File: src/rtl/bridge_pkg.sv
// Shared definitions for the AHB2APB bridge: APB sequencer states,
// slave memory map and AHB transfer-type encodings.
package bridge_pkg;

    typedef enum logic [2:0] {
        ST_IDLE     = 3'd0,
        ST_READ     = 3'd1,
        ST_WWAIT    = 3'd2,
        ST_WRITE    = 3'd3,
        ST_WRITEP   = 3'd4,
        ST_RENABLE  = 3'd5,
        ST_WENABLE  = 3'd6,
        ST_WENABLEP = 3'd7
    } apb_state_t;

    localparam logic [31:0] SLV0_BASE = 32'h8000_0000;
    localparam logic [31:0] SLV1_BASE = 32'h8400_0000;
    localparam logic [31:0] SLV2_BASE = 32'h8800_0000;
    localparam logic [31:0] SLV_END   = 32'h8BFF_FFFF;

    typedef enum logic [1:0] {
        HTRANS_IDLE   = 2'b00,
        HTRANS_BUSY   = 2'b01,
        HTRANS_NONSEQ = 2'b10,
        HTRANS_SEQ    = 2'b11
    } htrans_t;

endpackage

File: src/rtl/apb_sel_decode.sv
// Address-region to one-hot PSEL decode. Each slave owns a 64 MB window
// selected by address bits [27:26]; regions beyond NSLV select nothing.
module apb_sel_decode #(
    parameter int NSLV = 3
) (
    input  logic [1:0]      region,
    output logic [NSLV-1:0] sel
);

    // One-hot select for the region, empty for unmapped regions.
    always_comb begin
        sel = '0;
        for (int i = 0; i < NSLV; i++) begin
            if (region == i[1:0]) begin
                sel[i] = 1'b1;
            end
        end
    end

endmodule

File: src/rtl/apb_fsm_controller.sv
// APB-side sequencer of the AHB2APB bridge. Turns the pipelined AHB
// address/data into APB setup/access cycles, one transfer at a time, and
// stretches the AHB data phase with HREADYout while a write is pending.
//
// state       | meaning
// ------------+-----------------------------------------------------------
// ST_IDLE     | no APB transfer, PSEL low
// ST_READ     | read setup cycle
// ST_WWAIT    | write address captured, waiting for its data phase
// ST_WRITE    | write setup cycle, nothing queued behind it
// ST_WRITEP   | write setup cycle with another transfer pending
// ST_RENABLE  | read access cycle
// ST_WENABLE  | write access cycle, nothing queued behind it
// ST_WENABLEP | write access cycle with another transfer pending
module apb_fsm_controller
    import bridge_pkg::*;
#(
    parameter int ADDR_W = 32,
    parameter int DATA_W = 32,
    parameter int NSLV   = 3
) (
    input  logic              HCLK,
    input  logic              HRESETn,
    input  logic              valid,
    input  logic              HWRITE,
    input  logic              HWRITEreg,
    input  logic [ADDR_W-1:0] HADDR,
    input  logic [ADDR_W-1:0] HADDR_1,
    input  logic [ADDR_W-1:0] HADDR_2,
    input  logic [DATA_W-1:0] HWDATA,
    input  logic [DATA_W-1:0] HWDATA_1,
    output logic [NSLV-1:0]   PSEL,
    output logic              PENABLE,
    output logic              PWRITE,
    output logic [ADDR_W-1:0] PADDR,
    output logic [DATA_W-1:0] PWDATA,
    output logic              HREADYout
);

    apb_state_t        state;
    apb_state_t        state_nxt;
    logic [NSLV-1:0]   psel_nxt;
    logic              penable_nxt;
    logic              pwrite_nxt;
    logic [ADDR_W-1:0] paddr_nxt;
    logic [DATA_W-1:0] pwdata_nxt;
    logic              hready_nxt;

    logic              pipe_write;
    logic [ADDR_W-1:0] addr_src;
    logic [DATA_W-1:0] data_src;
    logic [NSLV-1:0]   sel_dec;

    // A write leaving WENABLEP belongs to the transfer two address phases
    // back; a write leaving WWAIT to the one just before; reads use HADDR.
    assign pipe_write = (state == ST_WENABLEP) && HWRITEreg;
    assign addr_src   = (state == ST_WWAIT) ? HADDR_1 :
                        pipe_write          ? HADDR_2 : HADDR;
    assign data_src   = (state == ST_WWAIT) ? HWDATA : HWDATA_1;

    apb_sel_decode #(
        .NSLV   (NSLV)
    ) u_sel_decode (
        .region (addr_src[27:26]),
        .sel    (sel_dec)
    );

    // Next state plus the registered APB/AHB outputs of the state entered.
    always_comb begin
        state_nxt   = state;
        psel_nxt    = PSEL;
        penable_nxt = PENABLE;
        pwrite_nxt  = PWRITE;
        paddr_nxt   = PADDR;
        pwdata_nxt  = PWDATA;
        hready_nxt  = HREADYout;

        case (state)
            ST_IDLE, ST_RENABLE, ST_WENABLE: begin
                if (valid && !HWRITE) begin
                    state_nxt = ST_READ;
                end else if (valid && HWRITE) begin
                    state_nxt = ST_WWAIT;
                end else begin
                    state_nxt = ST_IDLE;
                end
            end
            ST_WWAIT:    state_nxt = valid ? ST_WRITEP : ST_WRITE;
            ST_READ:     state_nxt = ST_RENABLE;
            ST_WRITE:    state_nxt = valid ? ST_WENABLEP : ST_WENABLE;
            ST_WRITEP:   state_nxt = ST_WENABLEP;
            ST_WENABLEP: begin
                if (!HWRITEreg) begin
                    state_nxt = ST_READ;
                end else if (valid) begin
                    state_nxt = ST_WRITEP;
                end else begin
                    state_nxt = ST_WRITE;
                end
            end
            default:     state_nxt = ST_IDLE;
        endcase

        case (state_nxt)
            ST_READ: begin
                paddr_nxt   = addr_src;
                psel_nxt    = sel_dec;
                pwrite_nxt  = 1'b0;
                penable_nxt = 1'b0;
                hready_nxt  = 1'b0;
            end
            ST_WRITE, ST_WRITEP: begin
                paddr_nxt   = addr_src;
                pwdata_nxt  = data_src;
                psel_nxt    = sel_dec;
                pwrite_nxt  = 1'b1;
                penable_nxt = 1'b0;
                hready_nxt  = (state_nxt == ST_WRITE);
            end
            ST_RENABLE, ST_WENABLE, ST_WENABLEP: begin
                penable_nxt = 1'b1;
                hready_nxt  = (state_nxt != ST_WENABLEP);
            end
            default: begin
                // ST_IDLE and ST_WWAIT: bus idle, AHB side free to proceed
                psel_nxt    = '0;
                penable_nxt = 1'b0;
                hready_nxt  = 1'b1;
            end
        endcase
    end

    // State and output registers; reset aborts any APB cycle immediately.
    always_ff @(posedge HCLK or negedge HRESETn) begin
        if (!HRESETn) begin
            state     <= ST_IDLE;
            PSEL      <= '0;
            PENABLE   <= 1'b0;
            PWRITE    <= 1'b0;
            PADDR     <= '0;
            PWDATA    <= '0;
            HREADYout <= 1'b1;
        end else begin
            state     <= state_nxt;
            PSEL      <= psel_nxt;
            PENABLE   <= penable_nxt;
            PWRITE    <= pwrite_nxt;
            PADDR     <= paddr_nxt;
            PWDATA    <= pwdata_nxt;
            HREADYout <= hready_nxt;
        end
    end

endmodule

File: config.mk
export PLATFORM = sky130hd
export DESIGN_NAME = apb_fsm_controller
export DESIGN_NICKNAME = d
export VERILOG_FILES = /design/src/rtl/bridge_pkg.sv /design/src/rtl/apb_sel_decode.sv /design/src/rtl/apb_fsm_controller.sv
export SDC_FILE = /design/constraint.sdc
export NUM_CORES = 1
export LEC_CHECK = 0
export ABC_AREA = 1
export CORE_ASPECT_RATIO = 0.9
export CORE_MARGIN = 8
export CORE_UTILIZATION = 41
export DETAILED_ROUTE_END_ITERATION = 8
export HOLD_SLACK_MARGIN = 0.05
export PLACE_DENSITY = 0.83
export SLEW_MARGIN = 30
export SYNTH_ARGS = -nofsm -noshare
export SYNTH_HDL_FRONTEND = slang
export SYNTH_SLANG_ARGS = --single-unit
File: constraint.sdc
create_clock -name HCLK -period 3.54 [get_ports HCLK]
set_clock_uncertainty 0.15 [all_clocks]
set_input_delay 0.354 -clock HCLK [delete_from_list [all_inputs] [get_ports HCLK]]
set_output_delay 0.354 -clock HCLK [all_outputs]
set_load 0.05 [all_outputs]
; Word level (Yosys, flattened, before mapping)
; Index checks and enable logic that the tools add are counted.
[word_totals]
word_cells = 50
inputBits = 165
out_inout_bits = 70
register_bits = 73
[classes]
n_eq_ne = 16
muxes = 16
n_reduce_logical = 11
[ops]
columns = op, n
row1 = two-way mux 32 bit, 3
row2 = "== test 3 bit, second input constant", 8
row3 = one-hot mux 3 bit (6 select lines), 1
row4 = "== test 3 x 2 -> 1 bit, second input constant", 3
row5 = OR reduction 3 bit, 3
row6 = "== test 3 x 1 -> 1 bit, second input constant", 2
row7 = two-way mux 3 bit, 2
row8 = one-hot mux 3 bit (2 select lines), 1
row9 = two-way mux 1 bit, 5
row10 = two-way mux 2 bit, 2
row11 = logical AND 1 bit, 3
row12 = logical NOT 3 bit, 1
row13 = "inequality test 3 bit, second input constant", 1
row14 = one-hot mux 1 bit (3 select lines), 1
row15 = "== test 2 x 1 -> 1 bit, second input constant", 1
row16 = "== test 2 bit, second input constant", 1
row17 = logical NOT 2 bit, 1
row18 = one-hot mux 1 bit (2 select lines), 1
row19 = nonzero test 2 bit, 1
row20 = OR reduction 2 bit, 1
row21 = logical NOT 1 bit, 1

; Logic depth before layout (Yosys ltp)
[logic_depth]
word_depth = 7
ltp_mapped = 10

; By module
; From an unflattened synthesis, not the netlist that was laid out.
[unflattened]
hier_cells = 633
area_unflattened_um2 = 4294.1
[by_module_without_submodules]
columns = mod, n_inst, cells_per_inst, area_per_inst_um2
row1 = apb_fsm_controller, 1, 628, 4275.4
row2 = apb_sel_decode, 1, 5, 18.8

; Worst setup path before layout
; Ideal clock, no wire load.
[synth_path]
path_kind = register -> register
start = register state[2]
end = register PADDR[0]
path_buffers = 1
path_stages_with_launch = 8
path_slack_ps = 2010
arrival_time_ps = 1262
required_time_ps = 3272
path_cell_list = dfrtp_1 -> nand3_1 -> nand2_1 -> o21ai_4 -> inv_2 -> buf_2 -> nand2_1 -> nand2_1
[synth_via]
elab_chain_cells = 5
elab_cells_between_ends = 17
[synth_lines]
columns = item, line
row1 = start: declaration, apb_fsm_controller.sv:40  ; apb_state_t state;
row2 = start signal: assignment, apb_fsm_controller.sv:144  ; state <= state_nxt;
row3 = == test 3 bit / logical NOT 3 bit (equally long branches), apb_fsm_controller.sv:78  ; case (state)
row4 = OR reduction 3 bit, apb_fsm_controller.sv:78
row5 = one-hot mux 3 bit (6 select lines), apb_fsm_controller.sv:78
row6 = "== test 3 x 2 -> 1 bit, or another cell as far along", apb_fsm_controller.sv:104  ; case (state_nxt)
row7 = OR reduction 3 bit (no source line), --
row8 = end signal: assignment, apb_fsm_controller.sv:148  ; PADDR <= paddr_nxt;
row9 = end: declaration, apb_fsm_controller.sv:35  ; output logic [ADDR_W-1:0] PADDR,
; Several ways; a longest one is shown, not always the timed one.
; A chain may end at the register's enable or synchronous reset.

; Worst setup path after layout
[layout_path]
start = register state[0]
end = register PADDR[3]
; Same word-level chain as after synthesis.

==> summary.txt <==
Run status
  • Status: finished clean

Hold path
  • Worst hold path class: reg2reg
  • Worst Hold Path EP: PADDR[10]
  • Hold Startpoint: PADDR[10]
  • Min-Delay Path Depth: 2

Layout
  • Synth-to-layout area growth: 67.0%
  • # diodes: 0
  • Register Area: 1830 um^2
  • Util after Layout: 0.692
  • Commonest non-fill, non-tap cell in the layout: nand2_1
  • # fillers: 788
  • Multi-input logic area: 1780 um^2
  • Share of layout cells above drive strength 1: 0.0405
  • Commonest non-fill, non-tap cells in the layout: nand2_1 (267), clkdlybuf4s50_1 (233), dfrtp_1 (72), nor2_1 (41), o21ai_0 (41)
  • Nets: 950

Synth
  • Sequential-to-total area share from yosys stat: 0.465
  • Synth Register Bits: 73
  • Synthesized cell area: 3930 um^2
  • Post-synthesis mux area share: 0
  • Syn. warnings: 0
  • Synth Net Count: 732
  • Synth Area in Adders: 0
  • Post-Synth Simple-Gate Area: 0.315
  • Yosys cell types: 19
  • Synth Area in XOR/XNOR: 0
  • Complex-gate fraction of the synthesized area: 0.137
  • Post-synth ARST share: 1.00
  • Post-Syn Instances: 567
  • Largest family of logic cells by synthesized area: simple AND/OR/NAND/NOR gates
  • Syn avg cell area: 6.93 um^2
  • EDFF count, synth: 0
  • Most used DFF post-synth: dfrtp_1

Timing
  • Max-slew headroom: 0.567
  • Final Cycle Share: 0.667
  • FMAX: 0.423 GHz
  • Final Setup Violations: 0
  • Slew Viols, Final: 0
  • RSZ-0062 raised after global routing: false
  • Final Hold Vio Count: 0
  • Tmin final: 2.36 ns
  • Setup TNS: 0 ns
  • Worst-Margin Slew: 0.649 ns

Setup path
  • Critical path capture point type: register
  • Critical path arrival: 2.49 ns
  • Worst r2r src: state[0]
  • Crit-path max FO: 36
  • Reg-to-Reg End: PADDR[3]
  • Crit path kind: reg2reg
  • Reg2reg setup slack: 1.18 ns
  • Worst setup SP type: register
  • Reg2Reg Depth: 8
  • WP data required: 3.67 ns

Routing
  • DRC violations left: 0
  • Initial DRC Count: 216
  • Total iterations of the first detailed-routing run: 4
  • Vias: 4,363
  • Routed WL per cell: 15.3 um
  • Antenna viol nets, final: 0
  • Final wirelength: 14,000 um
  • DR vias/cell: 4.76

Power
  • PD cells: 941 nW/um^2
  • Leakage: 2.97 nW
  • VDD IR max: 0.560 mV
  • Tot Pwr: 6.17 mW

Clocking
  • TritonCTS clock tree: built
  • Max H-tree Level: 3
  • Total clock buffers created by CTS: 9
  • Root buffer cell: clkbuf_8
  • Post-CTS Setup Inserts: 0
  • Clock Pin Slew Worst Setup and Hold Paths: 0.08 ns
  • Max Buffers Root-to-Sink: 2
  • Sink Count: 73
  • Clock Latency Late Sink: 0.34 ns
  • CTS resizes: 0

Floorplanning
  • CORE AREA: 9490 um^2
  • # rows: 34
  • I/O Pins: 235
  • Initial Utilization: 0.414
  • Die area: 13,000 um^2
  • Die Ht: 109 um
  • Die W: 119 um

GRT
  • Antenna violations before repair: 0
  • Largest net degree at the start of global routing: 74
  • Total GRT Usage: 0.215
  • First-pass GRT wire length: 22,400 um
  • Total grt overflow: 0
  • Vias in the first global route: 4,380

Run
  • Max Cap Violations: 0

Placement
  • IO Port Bufs: 234
  • Gp weighted congestion: 0.883
  • Hpwl dp: 10,900 um
## worst max-delay path, cell delays in order, from the launching register on
cell and delay (ns):
dfrtp_1 0.43, inv_1 0.14, nand3_2 0.27, inv_2 0.50
buf_4 0.41, nand2_1 0.09, o21ai_1 0.12, nand2_1 0.08
nand2_1 0.08
## Yosys cell counts (2+ instances only)
library cell	n	share of area
nand2_1	268	0.26
dfrtp_1	72	0.46
nor2_1	41	0.039
o21ai_0	41	0.052
inv_1	40	0.038
a31oi_1	32	0.051
o21ai_1	21	0.027
buf_2	20	0.025
nand3_1	9	0.011
clkbuf_1	6	0.0057
buf_4	4	0.0076
clkbuf_2	3	0.0038
a21oi_1	2	0.0025
inv_2	2	0.0019
or2_2	2	0.0032
## where the power goes
part	leakage, nW	switching (mW)	internal (mW)
registers	0.863	0.246	1.26
clock network	0.115	0.322	0.468
logic	2.00	2.62	1.26
total	2.97	3.19	2.99
## through the flow
step                      hold WS [ns]  instance area, um^2  setup WS [ns]  cells
after floorplan                -0.0916                 3930           2.01    567
after global placement           0.311                 6300           1.07    899
after detailed placement         0.314                 6300          0.994    899
after CTS                        0.334                 6550          0.967    916
after global routing             0.344                 6560          0.960    916
final                            0.331                 6560           1.18    916
## layer usage
metal / track usage / routed length, um
met5: 0 / 0
met4: 0.0613 / 194
met3: 0.101 / 1770
met2: 0.367 / 6620
met1: 0.236 / 5440
## layout make-up
type | instances | area share
inverter | 42 | 0.0240
multi-input combinational | 419 | 0.272
clock inverter | 7 | 0.0181
sequential | 73 | 0.279
clock buffer | 9 | 0.0189
timing repair buffer | 240 | 0.364
tap | 126 | 0.0240
## how the worst max path moves through the flow
stage | startpoint | end | slack (ns) | cells past startpoint
after floorplan | state[2] | PADDR[0] | 2.01 | 7
after detailed placement | state[0] | PWDATA[24] | 0.99 | 6
after CTS | state[0] | HREADYout | 0.97 | 7
after global placement | state[0] | HREADYout | 1.07 | 7
after global routing | state[0] | PADDR[3] | 0.96 | 8
final | state[0] | PADDR[3] | 1.18 | 8
## sequential cells by signal, indices dropped and copies added (netlist names)
signal and cells:
PADDR 32, state 3, PENABLE 1, PWRITE 1
PSEL 3, PWDATA 32, HREADYout 1
## cell families (layout without fill, tap and decap cells)
kind of cell	count (synthesis)	after routing
buf+inv	75	298
compound gates	97	97
flops	73	73
simple gates	322	322
## repair_timing
| item | 4_1_cts | 5_1_grt |
|---|---|---|
| setup endpoints to repair | 0 | 0 |
| endpoints found under the hold margin | 72 | 0 |
| hold buffers | 1 | 0 |
(Power assumes the default switching activity.)
